<file path="src/rtl/int_to_float_conv.sv">
// rtl/int_to_float_conv.sv - handshaked integer to IEEE-754 float converter (FCVT.S.W / FCVT.S.WU)
// Optional feature macro: INT2F_RM_EN (all RISC-V rounding modes); undefined -> round-to-nearest-even only.

module int_to_float_conv #(
    parameter int INT_W = 32,
    parameter int EXP_W = 8,
    parameter int MAN_W = 23
) (
    input  logic                   clk,
    input  logic                   rst,
    input  logic                   in_valid,
    output logic                   in_ready,
    input  logic [INT_W-1:0]       in_a,
    input  logic                   in_signed,
    input  logic [2:0]             in_rm,
    output logic                   out_valid,
    input  logic                   out_ready,
    output logic [EXP_W+MAN_W:0]   out_z,
    output logic                   out_nx
);

    localparam int BIAS  = 2**(EXP_W-1) - 1;
    localparam int LZ_W  = $clog2(INT_W + 1);
    localparam int EXT_W = INT_W + MAN_W + 3;

    // The integer must fit below the bias so the biased exponent can never overflow
    generate
        if (INT_W > BIAS) begin : g_bad_int_w
            $error("int_to_float_conv: INT_W must not exceed 2^(EXP_W-1)-1");
        end
    endgenerate

    typedef enum logic [2:0] {
        S_IDLE  = 3'd0,
        S_NORM  = 3'd1,
        S_ROUND = 3'd2,
        S_PACK  = 3'd3,
        S_DONE  = 3'd4
    } state_t;

    state_t                 state_q, state_d;
    logic [INT_W-1:0]       mag_q, mag_d;
    logic                   sign_q, sign_d;
    logic                   zero_q, zero_d;
    logic [EXP_W-1:0]       exp_q, exp_d;
    logic [MAN_W-1:0]       sig_q, sig_d;
    logic                   nx_q, nx_d;
    logic [EXP_W+MAN_W:0]   z_q, z_d;
    logic                   out_nx_q, out_nx_d;
    logic                   out_valid_q, out_valid_d;

`ifdef INT2F_RM_EN
    logic [2:0]             rm_q, rm_d;
`else
    logic                   unused_rm;
    assign unused_rm = ^in_rm;
`endif

    logic [LZ_W-1:0]        lzc;
    logic [EXT_W-1:0]       ext;
    logic [MAN_W:0]         rnd_sig;
    logic                   guard;
    logic                   sticky;
    logic                   inc;
    logic [MAN_W+1:0]       sum;
    logic                   unused_hidden;

    // Leading-zero count of the latched magnitude (INT_W when the magnitude is zero)
    always_comb begin
        lzc = LZ_W'(INT_W);
        for (int i = 0; i < INT_W; i++) begin
            if (mag_q[i]) begin
                lzc = LZ_W'(INT_W - 1 - i);
            end
        end
    end

    // Split the normalised magnitude into significand, guard and sticky; the zero
    // padding below the magnitude makes narrow integers come out exact.
    always_comb begin
        ext     = {mag_q, {(MAN_W+3){1'b0}}};
        rnd_sig = ext[EXT_W-1 -: MAN_W+1];
        guard   = ext[EXT_W-MAN_W-2];
        sticky  = |ext[EXT_W-MAN_W-3:0];
    end

    // Round-up decision for the selected rounding mode
    always_comb begin
`ifdef INT2F_RM_EN
        case (rm_q)
            3'd1:    inc = 1'b0;
            3'd2:    inc = sign_q & (guard | sticky);
            3'd3:    inc = ~sign_q & (guard | sticky);
            3'd4:    inc = guard;
            default: inc = guard & (sticky | rnd_sig[0]);
        endcase
`else
        inc = guard & (sticky | rnd_sig[0]);
`endif
        sum = {1'b0, rnd_sig} + {{(MAN_W+1){1'b0}}, inc};
    end

    // Hidden bit of the rounded significand is implied in the packed format
    assign unused_hidden = sum[MAN_W];

    // Next-state and datapath register updates for each pipeline step
    always_comb begin
        state_d     = state_q;
        mag_d       = mag_q;
        sign_d      = sign_q;
        zero_d      = zero_q;
        exp_d       = exp_q;
        sig_d       = sig_q;
        nx_d        = nx_q;
        z_d         = z_q;
        out_nx_d    = out_nx_q;
        out_valid_d = out_valid_q;
`ifdef INT2F_RM_EN
        rm_d        = rm_q;
`endif
        case (state_q)
            S_IDLE: begin
                if (in_valid) begin
                    sign_d  = in_signed & in_a[INT_W-1];
                    mag_d   = (in_signed & in_a[INT_W-1]) ? (~in_a + 1'b1) : in_a;
`ifdef INT2F_RM_EN
                    rm_d    = in_rm;
`endif
                    state_d = S_NORM;
                end
            end
            S_NORM: begin
                zero_d  = (mag_q == '0);
                mag_d   = mag_q << lzc;
                exp_d   = EXP_W'(INT_W - 1) - EXP_W'(lzc);
                state_d = S_ROUND;
            end
            S_ROUND: begin
                sig_d = sum[MAN_W-1:0];
                if (sum[MAN_W+1]) begin
                    exp_d = exp_q + 1'b1;
                end
                nx_d    = guard | sticky;
                state_d = S_PACK;
            end
            S_PACK: begin
                if (zero_q) begin
                    z_d      = '0;
                    out_nx_d = 1'b0;
                end else begin
                    z_d      = {sign_q, exp_q + EXP_W'(BIAS), sig_q};
                    out_nx_d = nx_q;
                end
                out_valid_d = 1'b1;
                state_d     = S_DONE;
            end
            S_DONE: begin
                if (out_ready) begin
                    out_valid_d = 1'b0;
                    state_d     = S_IDLE;
                end
            end
            default: begin
                out_valid_d = 1'b0;
                state_d     = S_IDLE;
            end
        endcase
    end

    // State and datapath registers, cleared by the asynchronous reset
    always_ff @(posedge clk or negedge rst) begin
        if (!rst) begin
            state_q     <= S_IDLE;
            mag_q       <= '0;
            sign_q      <= 1'b0;
            zero_q      <= 1'b0;
            exp_q       <= '0;
            sig_q       <= '0;
            nx_q        <= 1'b0;
            z_q         <= '0;
            out_nx_q    <= 1'b0;
            out_valid_q <= 1'b0;
`ifdef INT2F_RM_EN
            rm_q        <= 3'd0;
`endif
        end else begin
            state_q     <= state_d;
            mag_q       <= mag_d;
            sign_q      <= sign_d;
            zero_q      <= zero_d;
            exp_q       <= exp_d;
            sig_q       <= sig_d;
            nx_q        <= nx_d;
            z_q         <= z_d;
            out_nx_q    <= out_nx_d;
            out_valid_q <= out_valid_d;
`ifdef INT2F_RM_EN
            rm_q        <= rm_d;
`endif
        end
    end

    assign in_ready  = (state_q == S_IDLE);
    assign out_valid = out_valid_q;
    assign out_z     = z_q;
    assign out_nx    = out_nx_q;

endmodule

</file>
<file path="config.mk">
export PLATFORM = sky130hd
export DESIGN_NAME = int_to_float_conv
export DESIGN_NICKNAME = d
export VERILOG_FILES = /design/src/rtl/int_to_float_conv.sv
export SDC_FILE = /design/constraint.sdc
export NUM_CORES = 1
export LEC_CHECK = 0
export BUFFER_PORTS_ARGS = -buffer_cell sky130_fd_sc_hd__buf_2
export CAP_MARGIN = 20
export CORE_UTILIZATION = 55
export CTS_CLUSTER_DIAMETER = 150
export DETAILED_ROUTE_END_ITERATION = 10
export HOLD_SLACK_MARGIN = 0.05
export PLACE_DENSITY = 0.78
export RECOVER_POWER = 25
export SLEW_MARGIN = 40
export SYNTH_ARGS = -nofsm -noshare
export SYNTH_HDL_FRONTEND = slang
export SYNTH_SLANG_ARGS = --single-unit
</file>
<file path="constraint.sdc">
create_clock -name clk -period 2.7 [get_ports clk]
set_input_delay 0.27 -clock clk [delete_from_list [all_inputs] [get_ports clk]]
set_output_delay 0.27 -clock clk [all_outputs]
set_load 0.02 [all_outputs]
</file>
==> impl_metrics.ini <==
[detailed_routing]
wirelength_um = 34010
vias = 9838
via_per_inst = 6.752
drtIter0Drc = 1437
wl_per_cell_um = 23.34
ant_nets = 0
drc = 0
dr.pass1.iters = 6

[setup_path]
crit_buf_inv = 6
crit_path_cell_trace = buf_6 > buf_8 > buf_4 > nor2_1 > o21a_1 > o211a_1 > o21a_4 > buf_4 > buf_6 > mux2i_4 > a22oi_2 > mux2i_4 > buf_6 > nand2_2 > a32o_2
cp_slowest_cell = dfrtp_1
cp-end-kind = flip-flop
cp-start-kind = flip-flop
crit_family = compound AO/OA/AOI/OAI gates
arrival_ps = 3260
crit_path_max_incr_delay_ps = 420
crit_top_cell = buf_6
cp_data_required_time_ps = 2950
crit_type = flip-flop to flip-flop
critPathMaxFanout = 8

[cells_and_area]
nets = 1317
final_cell_mix = buf_4 (221), nand2_1 (119), dfrtp_1 (94), o21ai_0 (72), buf_2 (72)
drive_gt1_share_pct = 41.19
design_area_mm2 = 0.01156
diodes = 0
final_cells = 1457
syn_to_final_growth_pct = 45.17
layout_commonest_cell = buf_4

[logic_synthesis]
syn_nets = 1050
synth_edf_count = 0
synth_top_area_share_pct = 32.35
syn_area_per_cell_um2 = 7.927
ys_top_cells_by_area = dfrtp_1 (32%), nand2_1 (6.1%), o21ai_0 (5.9%), a21oi_1 (4.3%), nor2_1 (3.7%)
synth_seq_cells = 103
syn_area_mm2 = 0.007966
postSynthCellCount = 1005
yosysTopAreaCell = dfrtp_1
ys_seq_area_share_pct = 32.35
async_reset_ff_share_pct = 100.0
yosys_warnings = 0
ys.flop_type = dfrtp_1
yosysUniqueCellTypes = 84

[pwr]
switching_share_pct = 49.15
power_uw = 18120
p_clk_share_pct = 7.2
p_int_uw = 9212
powerDensity_mw_per_mm2 = 1567
p_leak_uw = 0.005024
p_comb_share_pct = 76.2
p_sw_uw = 8904
peakVddDrop_mv = 0.7128
sequentialPowerShare_pct = 16.5

[placed_design]
port_buffers = 71
place_inst = 1370
gp_congestion = 1.009
hpwl_um = 21060
postPlaceCellArea_mm2 = 0.009704

[grt]
antenna_found_initial = 0
grt_util_all_layers_pct = 39.03
grt_overflow = 0
grt_pass1_wl_um = 44220
grt_max_degree = 63
grt_pass1_vias = 8295

[timing]
period_share_pct = 111.8
rsz0062_at_grt = yes
relSlewSlack_pct = 17.86
fin_hold_ws_ps = 192.2
worstMarginPinSlew_ps = 1232
final_hold_viol_count = 0
setup_slack_ps = -318.1
setup_violations = 42
drv_slew = 0
period_minus_slack_ps = 3018
max_freq_mhz = 331.3
fin_skew_ps = 12.87

[floorplanning]
start_util_pct = 56.95
core_mm2 = 0.01399
num_io_pins = 75
fp-row-count = 43
fp.dieH_um = 122.4
fp.dieW_um = 122.4
die_area_mm2 = 0.01497

[flow_run]
cap_violations = 0

[clocking]
clockBufferDepth = 2
htreeDepth = 3
clkSinkCount = 103
clk_latency_ps = 360
clkTransAtPathRegs_ps = 80
cts_root_buf = clkbuf_16
tritoncts = yes
cts_buffers = 9

[outcome]
violations = negative setup slack
outcome = finished with violations

[hold_path]
hp-class = input pin to flip-flop
layout make-up:
| class | count | area, µm² |
|---|---|---|
| Inverter | 14 | 52.55 |
| Fill cell | 814 | 2424 |
| Sequential cell | 103 | 2589 |
| Timing Repair Buffer | 344 | 2646 |
| Multi-Input combinational cell | 800 | 5773 |
| Tap cell | 180 | 225.2 |
| Clock buffer | 9 | 225.2 |
| Clock inverter | 7 | 53.80 |
sequential cells by signal, indices dropped and copies added (netlist names):
| signal | count |
|---|---|
| exp_q | 8 |
| mag_q | 32 |
| nx_q | 1 |
| out_nx | 1 |
| out_valid | 1 |
| out_z | 32 |
| sig_q | 23 |
| sign_q | 1 |
| state_q | 3 |
| zero_q | 1 |
final timing paths:
| kind | from | endpoint | slack, ps | cells after the start |
|---|---|---|---|---|
| setup / recovery | mag_q[3] | mag_q[15] | -320 | 15 |
| hold / removal | in_valid | state_q[0] | 190 | 2 |
| setup reg to reg | mag_q[3] | mag_q[15] | -320 | 15 |
| hold reg to reg | out_z[2] | out_z[2] | 480 | 2 |
| max in group asynchronous | rst | mag_q[21] | 1000 | 3 |
| min in group asynchronous | rst | out_z[26] | 700 | 2 |
layer usage:
metal	part of all wire [%]	vias to the layer above	GRT usage [%]	wire (µm)
met1	36	4569	51.33	12300
met2	44	815	63.10	14870
met5	0	-	0	0
met4	8.1	0	17.38	2765
li1	-	4196	-	-
met3	12	258	6.320	4083
Yosys cell counts (all sizes together), types with 4 or more instances:
| cell | count |
|---|---|
| nand2 | 131 |
| dfrtp | 103 |
| o21ai | 102 |
| nor2 | 79 |
| a21oi | 70 |
| clkbuf | 49 |
| buf | 39 |
| nand2b | 33 |
| nand3 | 33 |
| xor2 | 30 |
| mux2i | 29 |
| xnor2 | 24 |
| nor3 | 21 |
| o22ai | 20 |
| o211ai | 14 |
| and2 | 13 |
| inv | 13 |
| and3 | 12 |
| o31ai | 12 |
| or3 | 12 |
| nor4 | 11 |
| a22o | 10 |
| mux2 | 10 |
| nand4 | 10 |
| a211oi | 9 |
| a31oi | 9 |
| o21a | 9 |
| o22a | 7 |
| nand3b | 6 |
| a21o | 5 |
| a221oi | 5 |
| ha | 5 |
| and4 | 4 |
| nor2b | 4 |
| or2 | 4 |
| or4 | 4 |
per-stage QoR:
step / util [%] / setup WS, ps / setup TNS (ps)
finish: 82.67 / -318.1 / -6247
CTS: 74.72 / -104.3 / -734.8
floorplan: - / 4.342 / 0
global placement: 69.37 / -360.4 / -4480
detailed placement: 69.37 / -338.1 / -5062
global route: 82.67 / -379.9 / -8815
cell families (layout without fill, tap and decap cells):
group	Yosys count	in the layout	synth area share [%]
muxes	42	42	5.905
xor gates and xnor gates	54	54	6.031
adders and majority gates	5	5	0.7853
and+or+nand+nor	381	381	23.21
buffers and inverters	102	374	5.921
AOI/OAI and AO/OA	318	318	25.79
DFF	103	103	32.35
power by group through the flow:
stage | registers, µW | clock network [µW] | logic, µW
2_1_floorplan | 2890 | 0 | 5700
3_3_place_gp | 2830 | 0 | 9870
3_5_place_dp | 2870 | 0 | 9940
4_1_cts | 2880 | 1290 | 10900
5_1_grt | 3080 | 1350 | 14300
6_report | 2990 | 1310 | 13800
timing repair:
action                     in CTS  in global routing
resized for setup              94                160
buffers inserted               12                 56
cloned                          0                  2
hold endpoints to repair       48                  0
setup endpoints to repair      31                 41
pin swaps                      27                 47
hold buffers                    1                  0
Power figures use the tool's default switching activity.
